===== src/rtl/vc_input_buffer_pkg.sv =====
// ---------------------------------------------------------------------------
// vc_input_buffer_pkg
//
// Shared NoC types and constants for the router input buffer:
//   - VC_NUM / VC_SIZE : number of virtual channels and VC index width
//   - BUFFER_SIZE      : entries per VC queue (power of two)
//   - flit_t           : flit with label, head routing data and payload
//   - credit_t         : credit returned upstream (valid + VC)
//   - pkt_state_t      : per-VC packet framing state
// ---------------------------------------------------------------------------
package vc_input_buffer_pkg;

    localparam int VC_NUM       = 2;
    localparam int VC_SIZE      = $clog2(VC_NUM);
    localparam int BUFFER_SIZE  = 8;
    localparam int DEST_SIZE    = 4;
    localparam int PAYLOAD_SIZE = 16;

    typedef enum logic [1:0] {
        HEAD = 2'b00,
        BODY = 2'b01,
        TAIL = 2'b10
    } flit_label_t;

    typedef struct packed {
        logic [VC_SIZE-1:0]   vc_id;
        logic [DEST_SIZE-1:0] dest;
    } head_data_t;

    typedef struct packed {
        flit_label_t             flit_label;
        head_data_t              head_data;
        logic [PAYLOAD_SIZE-1:0] payload;
    } flit_t;

    typedef struct packed {
        logic               valid;
        logic [VC_SIZE-1:0] vc;
    } credit_t;

    typedef enum logic {
        IDLE      = 1'b0,
        IN_PACKET = 1'b1
    } pkt_state_t;

endpackage


===== src/rtl/vc_input_buffer_circular_buffer.sv =====
// ---------------------------------------------------------------------------
// vc_input_buffer_circular_buffer
//
// Single-queue first-word-fall-through FIFO of flit_t, DEPTH entries.
//   clk, rst      : clock, synchronous active-high reset
//   data_i        : flit to enqueue
//   write_i       : enqueue request
//   read_i        : dequeue request
//   data_o        : front flit (zero while empty)
//   is_empty_o    : no entries stored
//   is_full_o     : DEPTH entries stored
//   overflow_o    : write request rejected this cycle (queue full, no pop)
//   underflow_o   : read request on an empty queue this cycle
// A write to a full queue is still accepted when a pop happens in the same
// cycle, since the pop frees the slot. A read on an empty queue is ignored
// even if a write arrives in the same cycle.
// ---------------------------------------------------------------------------
module vc_input_buffer_circular_buffer
    import vc_input_buffer_pkg::*;
#(
    parameter int DEPTH = 8
) (
    input  logic  clk,
    input  logic  rst,
    input  flit_t data_i,
    input  logic  write_i,
    input  logic  read_i,
    output flit_t data_o,
    output logic  is_empty_o,
    output logic  is_full_o,
    output logic  overflow_o,
    output logic  underflow_o
);

    localparam int PTR_W = $clog2(DEPTH);
    localparam int CNT_W = PTR_W + 1;

    flit_t             mem_q [DEPTH];
    flit_t             mem_d [DEPTH];
    logic [PTR_W-1:0]  rd_ptr_q, rd_ptr_d;
    logic [PTR_W-1:0]  wr_ptr_q, wr_ptr_d;
    logic [CNT_W-1:0]  count_q, count_d;
    logic              do_read;
    logic              do_write;

    assign is_empty_o  = (count_q == '0);
    assign is_full_o   = (count_q == CNT_W'(DEPTH));
    assign do_read     = read_i && !is_empty_o;
    assign do_write    = write_i && (!is_full_o || do_read);
    assign overflow_o  = write_i && !do_write;
    assign underflow_o = read_i && is_empty_o;

    // Stale storage is masked so the front of an empty queue reads as zero.
    assign data_o = is_empty_o ? '0 : mem_q[rd_ptr_q];

    // Pointers wrap naturally because DEPTH is a power of two.
    always_comb begin
        mem_d    = mem_q;
        wr_ptr_d = wr_ptr_q;
        rd_ptr_d = rd_ptr_q;
        count_d  = count_q;
        if (do_write) begin
            mem_d[wr_ptr_q] = data_i;
            wr_ptr_d        = wr_ptr_q + 1'b1;
        end
        if (do_read) begin
            rd_ptr_d = rd_ptr_q + 1'b1;
        end
        case ({do_write, do_read})
            2'b10:   count_d = count_q + 1'b1;
            2'b01:   count_d = count_q - 1'b1;
            default: count_d = count_q;
        endcase
    end

    always_ff @(posedge clk) begin
        if (rst) begin
            rd_ptr_q <= '0;
            wr_ptr_q <= '0;
            count_q  <= '0;
        end else begin
            rd_ptr_q <= rd_ptr_d;
            wr_ptr_q <= wr_ptr_d;
            count_q  <= count_d;
        end
    end

    // Storage needs no reset: contents are only observable while non-empty.
    always_ff @(posedge clk) begin
        mem_q <= mem_d;
    end

endmodule


===== src/rtl/vc_input_buffer.sv =====
// ---------------------------------------------------------------------------
// vc_input_buffer
//
// Router input-port storage: VC_NUM independent FWFT queues of BUFFER_SIZE
// flits, one credit returned upstream per flit consumed.
//   clk, rst        : clock, synchronous active-high reset
//   data_i          : incoming flit
//   valid_flit_i    : data_i valid this cycle
//   vc_i            : target VC of data_i
//   read_i          : pop the front flit of read_vc_i
//   read_vc_i       : VC to pop
//   data_o          : front flit of every VC (packed, zero when empty)
//   is_empty_o      : per-VC empty
//   is_full_o       : per-VC full
//   credit_valid_o  : credit returned upstream (one cycle after a pop)
//   credit_vc_o     : VC of the returned credit, holds its last value
//   error_o         : sticky overflow / underflow / protocol error
//
// Optional feature macro: VC_INPUT_BUFFER_PROTOCOL_CHECK_EN
//   When defined, a per-VC HEAD/BODY/TAIL framing checker runs on accepted
//   writes and flags malformed packets or HEADs carrying the wrong vc_id.
// ---------------------------------------------------------------------------
module vc_input_buffer #(
    parameter int VC_NUM      = vc_input_buffer_pkg::VC_NUM,
    parameter int BUFFER_SIZE = vc_input_buffer_pkg::BUFFER_SIZE
) (
    input  logic                                     clk,
    input  logic                                     rst,
    input  vc_input_buffer_pkg::flit_t               data_i,
    input  logic                                     valid_flit_i,
    input  logic [$clog2(VC_NUM)-1:0]                vc_i,
    input  logic                                     read_i,
    input  logic [$clog2(VC_NUM)-1:0]                read_vc_i,
    output vc_input_buffer_pkg::flit_t [VC_NUM-1:0]  data_o,
    output logic [VC_NUM-1:0]                        is_empty_o,
    output logic [VC_NUM-1:0]                        is_full_o,
    output logic                                     credit_valid_o,
    output logic [$clog2(VC_NUM)-1:0]                credit_vc_o,
    output logic                                     error_o
);

    import vc_input_buffer_pkg::credit_t;
`ifdef VC_INPUT_BUFFER_PROTOCOL_CHECK_EN
    import vc_input_buffer_pkg::pkt_state_t;
    import vc_input_buffer_pkg::IDLE;
    import vc_input_buffer_pkg::IN_PACKET;
    import vc_input_buffer_pkg::HEAD;
    import vc_input_buffer_pkg::BODY;
    import vc_input_buffer_pkg::TAIL;
`endif

    localparam int VC_W = $clog2(VC_NUM);

    logic [VC_NUM-1:0] write_vc;
    logic [VC_NUM-1:0] read_vc;
    logic [VC_NUM-1:0] overflow;
    logic [VC_NUM-1:0] underflow;
    logic              read_ok;
    logic              proto_err;
    credit_t           credit_q, credit_d;
    logic              error_q, error_d;

    // Demultiplex the single write and read request onto per-VC strobes.
    always_comb begin
        write_vc = '0;
        read_vc  = '0;
        for (int v = 0; v < VC_NUM; v++) begin
            write_vc[v] = valid_flit_i && (vc_i == VC_W'(v));
            read_vc[v]  = read_i && (read_vc_i == VC_W'(v));
        end
    end

    for (genvar gv = 0; gv < VC_NUM; gv++) begin : g_vc
        vc_input_buffer_circular_buffer #(
            .DEPTH (BUFFER_SIZE)
        ) u_queue (
            .clk         (clk),
            .rst         (rst),
            .data_i      (data_i),
            .write_i     (write_vc[gv]),
            .read_i      (read_vc[gv]),
            .data_o      (data_o[gv]),
            .is_empty_o  (is_empty_o[gv]),
            .is_full_o   (is_full_o[gv]),
            .overflow_o  (overflow[gv]),
            .underflow_o (underflow[gv])
        );
    end

    assign read_ok = read_i && !is_empty_o[read_vc_i];

`ifdef VC_INPUT_BUFFER_PROTOCOL_CHECK_EN
    pkt_state_t [VC_NUM-1:0] pkt_state_q, pkt_state_d;

    // Framing is tracked only for flits that were actually stored; a dropped
    // flit is already reported as an overflow.
    always_comb begin
        pkt_state_d = pkt_state_q;
        proto_err   = 1'b0;
        for (int v = 0; v < VC_NUM; v++) begin
            if (write_vc[v] && !overflow[v]) begin
                case (data_i.flit_label)
                    HEAD: begin
                        if (pkt_state_q[v] == IN_PACKET) begin
                            proto_err = 1'b1;
                        end else begin
                            pkt_state_d[v] = IN_PACKET;
                        end
                        if (data_i.head_data.vc_id != vc_i) begin
                            proto_err = 1'b1;
                        end
                    end
                    BODY: begin
                        if (pkt_state_q[v] == IDLE) begin
                            proto_err = 1'b1;
                        end
                    end
                    TAIL: begin
                        if (pkt_state_q[v] == IDLE) begin
                            proto_err = 1'b1;
                        end else begin
                            pkt_state_d[v] = IDLE;
                        end
                    end
                    default: begin
                        proto_err = 1'b1;
                    end
                endcase
            end
        end
    end

    always_ff @(posedge clk) begin
        if (rst) begin
            pkt_state_q <= {VC_NUM{IDLE}};
        end else begin
            pkt_state_q <= pkt_state_d;
        end
    end
`else
    assign proto_err = 1'b0;
`endif

    // The credit VC holds its last value between pops.
    always_comb begin
        credit_d.valid = read_ok;
        credit_d.vc    = read_ok ? read_vc_i : credit_q.vc;
        error_d        = error_q | (|overflow) | (|underflow) | proto_err;
    end

    always_ff @(posedge clk) begin
        if (rst) begin
            credit_q <= '0;
            error_q  <= 1'b0;
        end else begin
            credit_q <= credit_d;
            error_q  <= error_d;
        end
    end

    assign credit_valid_o = credit_q.valid;
    assign credit_vc_o    = credit_q.vc;
    assign error_o        = error_q;

endmodule


===== config.mk =====
export PLATFORM = sky130hd
export DESIGN_NAME = vc_input_buffer
export DESIGN_NICKNAME = d
export VERILOG_FILES = /design/src/rtl/vc_input_buffer_pkg.sv /design/src/rtl/vc_input_buffer_circular_buffer.sv /design/src/rtl/vc_input_buffer.sv
export SDC_FILE = /design/constraint.sdc
export NUM_CORES = 1
export LEC_CHECK = 0
export ABC_CLOCK_PERIOD_IN_PS = 10900
export CAP_MARGIN = 20
export CORE_MARGIN = 1.5
export CORE_UTILIZATION = 45
export CTS_BUF_LIST = sky130_fd_sc_hd__clkbuf_4 sky130_fd_sc_hd__clkbuf_8
export CTS_CLUSTER_SIZE = 14
export DETAILED_ROUTE_END_ITERATION = 7
export MAX_ROUTING_LAYER = met4
export PLACE_DENSITY = 0.71
export SLEW_MARGIN = 20
export SYNTH_ARGS = -nofsm -noshare
export SYNTH_HDL_FRONTEND = slang
export SYNTH_SLANG_ARGS = --single-unit

===== constraint.sdc =====
create_clock -name clk -period 10.9 [get_ports clk]
set_input_delay 1.635 -clock clk [delete_from_list [all_inputs] [get_ports clk]]
set_output_delay 1.635 -clock clk [all_outputs]
set_load 0.01 [all_outputs]

==> results.json <==
{
  "cts_num_sinks": 391,
  "rows": 67,
  "fin_cells": 1366,
  "worstSetupEndpointType": "output pin",
  "seq_power_share_pct": 54.5,
  "die_y_um": 187,
  "yosysSeqAreaShare_pct": 75.2,
  "drt-pass1-iter-count": 5,
  "initial_core_util_pct": 45.6,
  "swShare_pct": 22.6,
  "wl_met3_um": 1540,
  "dp_cells": 1261,
  "combPwrFrac_pct": 9.9,
  "route.detailed.drc": 0,
  "report.final.slew_viol_count": 0,
  "synth_top_family_by_area": "multiplexers",
  "wl_met1_um": 13300,
  "synth_xor_area_share_pct": 0.630,
  "fin_nets": 914,
  "min-delay-path-class": "reg -> reg",
  "ys_seq_elements": 391,
  "die-area_um2": 35100,
  "globalRouteOverflowTotal": 0,
  "h-tree-depth": 2,
  "max_freq_ghz": 0.212,
  "synth.avg_cell_area_um2": 20.3,
  "cts_buffer_depth": 3,
  "setup_tns_ns": 0,
  "grt_max_degree": 49,
  "cts_tree": "done",
  "antennaDiodeCount": 0,
  "groute.usage.overall_pct": 17.8,
  "yosys_warnings": 0,
  "top_layer": "met4",
  "synth_compound_area_share_pct": 1.12,
  "ir_drop_mv": 0.0957,
  "final.period_utilization_pct": 43.3,
  "antenna_found_initial": 0,
  "clock_power_share_pct": 35.6,
  "cp_data_required_time_ns": 9.27,
  "postCtsResizedCells": 0,
  "internal_power_mw": 2.41,
  "crit_type": "reg -> out",
  "cp-start-kind": "flip-flop",
  "ys_types": 42,
  "switching_power_mw": 0.701,
  "clock_latency_ns": 0.59,
  "synthSimpleGateAreaFrac_pct": 3.84,
  "grt_pass1_vias": 7696,
  "reg2reg_slack_ns": 7.97,
  "viasPerCell": 5.42,
  "dpl.hpwl_um": 16000,
  "regToRegStartpoint": "g_vc[1].u_queue.count_q[0]",
  "setup_viol": 0,
  "synth_area_leaders": "edfxtp_1 72%, mux4_2 14%, mux2i_1 3.1%",
  "gp_congestion": 0.723,
  "holdBufCountCts": 0,
  "port_buffers": 81,
  "drive_gt1_share_pct": 25.5,
  "areaGrowthSynthToFinish_pct": 16.6,
  "tightestPinTransition_ns": 1.02,
  "critPathArrivalTime_ns": 3.08,
  "clk_transition_reported_paths_ns": 0.06,
  "period_needed_ns": 4.72,
  "via_count": 7409,
  "synthAdderAreaFrac_pct": 0.867,
  "cp-endpoint": "data_o[19]",
  "routedWlPerCell_um": 21.7,
  "core_area_um2": 33500,
  "netlist_instances": 753,
  "syn_area_um2": 15300,
  "synth_mux_area_share_pct": 16.9,
  "p_leak_nw": 5.47,
  "synth_nets": 792,
  "rsz0062_at_grt": "false",
  "io_pins": 82,
  "post-cts-setup-buffer-count": 0,
  "wirelength_um": 29700,
  "cts_root_buffer": "clkbuf_8",
  "hold_viol": 0,
  "power_density_nw_per_um2": 174,
  "die_w_um": 187,
  "reg2reg_depth": 10,
  "yosysTopAreaCell": "edfxtp_1",
  "first_iter_violations": 555,
  "synth_top_cell_area_share_pct": 72.2,
  "antenna_left": 0,
  "r2r_end": "g_vc[1].u_queue.count_q[3]",
  "outcome": "complete, no violations",
  "grt_pass1_wl_um": 45700,
  "finClkSkew_ns": 0.0224,
  "critPathMaxFanout": 48,
  "maxCapViolCount": 0,
  "max_slew_margin_pct": 31.9,
  "wl_met2_um": 14300,
  "cts_buffers": 59,
  "worstSetupStartpoint": "g_vc[0].u_queue.rd_ptr_q[0]"
}
worst min-delay path by stage:
stage	startpoint	to	slack, ns	cells after the start
floorplan	g_vc[0].u_queue.count_q[3]	g_vc[0].u_queue.count_q[3]	0.46	2
CTS	g_vc[0].u_queue.count_q[3]	g_vc[0].u_queue.count_q[3]	0.51	2
finish	credit_vc_o	credit_vc_o	0.51	2
global route	credit_vc_o	credit_vc_o	0.54	2
global placement	g_vc[0].u_queue.count_q[3]	g_vc[0].u_queue.count_q[3]	0.49	2
detailed placement	g_vc[0].u_queue.count_q[3]	g_vc[0].u_queue.count_q[3]	0.50	2
power by group through the flow:
stage,clock network (mW),registers [mW],logic [mW]
2_1_floorplan,0,1.71,0.179
3_3_place_gp,0,1.73,0.302
3_5_place_dp,0,1.73,0.305
4_1_cts,1.14,1.70,0.306
5_1_grt,1.20,1.70,0.334
6_report,1.10,1.69,0.308
state kept, by name, indices dropped and copies added, names as in the netlist:
signal / count
g_vc.u_queue.rd_ptr_q: 6
g_vc.u_queue.count_q: 8
credit_vc_o: 1
credit_valid_o: 1
error_o: 1
g_vc.u_queue.mem_q: 368
g_vc.u_queue.wr_ptr_q: 6
worst max-delay path, stage by stage (launching register included):
cell and delay (ns):
dfxtp_4 1.00, mux4_2 0.60, mux2i_1 0.33, nor2_1 0.07
clkdlybuf4s50_1 0.48
kinds of logic after synthesis:
| logic type | count (synthesis) |
|---|---|
| buffers and inverters | 48 |
| adders and majority gates | 10 |
| AOI/OAI and AO/OA | 27 |
| DFF | 391 |
| and+or+nand+nor | 123 |
| muxes | 143 |
| xor gates and xnor gates | 11 |
final cells by class:
| type | count | area [µm²] |
|---|---|---|
| multi-input combinational | 314 | 3650 |
| timing repair buffer | 102 | 981 |
| fill | 2652 | 15700 |
| inverter | 7 | 30.0 |
| tap | 448 | 561 |
| sequential | 391 | 11500 |
| clock buffer | 82 | 991 |
| clock inverter | 22 | 98.8 |
cells in the mapped netlist:
cell / count
nor2_1: 69
clkinv_2: 1
nand3_1: 4
and3_1: 1
nor4bb_1: 1
buf_4: 4
nor3b_1: 4
nand2_1: 15
nor2b_1: 4
xor2_1: 5
nand2_4: 1
mux2_1: 4
a211oi_1: 1
clkbuf_1: 19
nor4b_1: 2
a21oi_1: 12
a22oi_1: 1
a21oi_4: 1
nor3_1: 7
and2_1: 2
inv_4: 1
ha_1: 9
mux4_2: 92
nor4b_2: 2
a221oi_1: 1
buf_2: 12
a22oi_2: 1
dfxtp_1: 23
xnor2_1: 6
inv_1: 5
nand2b_1: 4
nor4_1: 3
edfxtp_1: 368
a21oi_2: 1
fa_1: 1
or4_4: 1
o21ai_0: 7
a21o_1: 2
or3_1: 2
mux2i_1: 47
buf_1: 6
nor2_2: 1
through the flow:
| stage | total power, mW | hold WS (ns) | util, % | setup WS, ns | area [µm²] |
|---|---|---|---|---|---|
| after floorplan | 1.89 | 0.465 | - | 5.73 | 15300 |
| after global placement | 2.03 | 0.491 | 49.9 | 6.68 | 16700 |
| after detailed placement | 2.04 | 0.501 | 49.9 | 6.66 | 16700 |
| after CTS | 3.15 | 0.513 | 53.1 | 6.06 | 17800 |
| after global routing | 3.23 | 0.535 | 53.2 | 5.94 | 17800 |
| final | 3.11 | 0.506 | 53.2 | 6.18 | 17800 |
layer usage:
layer  vias to the layer above  GRT usage (%)
met3                        50           2.63
met2                       212           27.8
met5                         -              -
li1                       3288              -
met1                      3859           24.6
met4                         0           4.98
cells in the final DEF (no fill, tap or decap), drive strengths merged, types with 9 or more instances in the layout:
master         count
clkdlybuf4s50     81
edfxtp           368
ha                 9
clkinv            20
nand2             16
mux2i             47
a21oi             14
nor2              70
mux4              92
buf               21
dfxtp             23
clkbuf            82
Power figures use the tool's default switching activity.
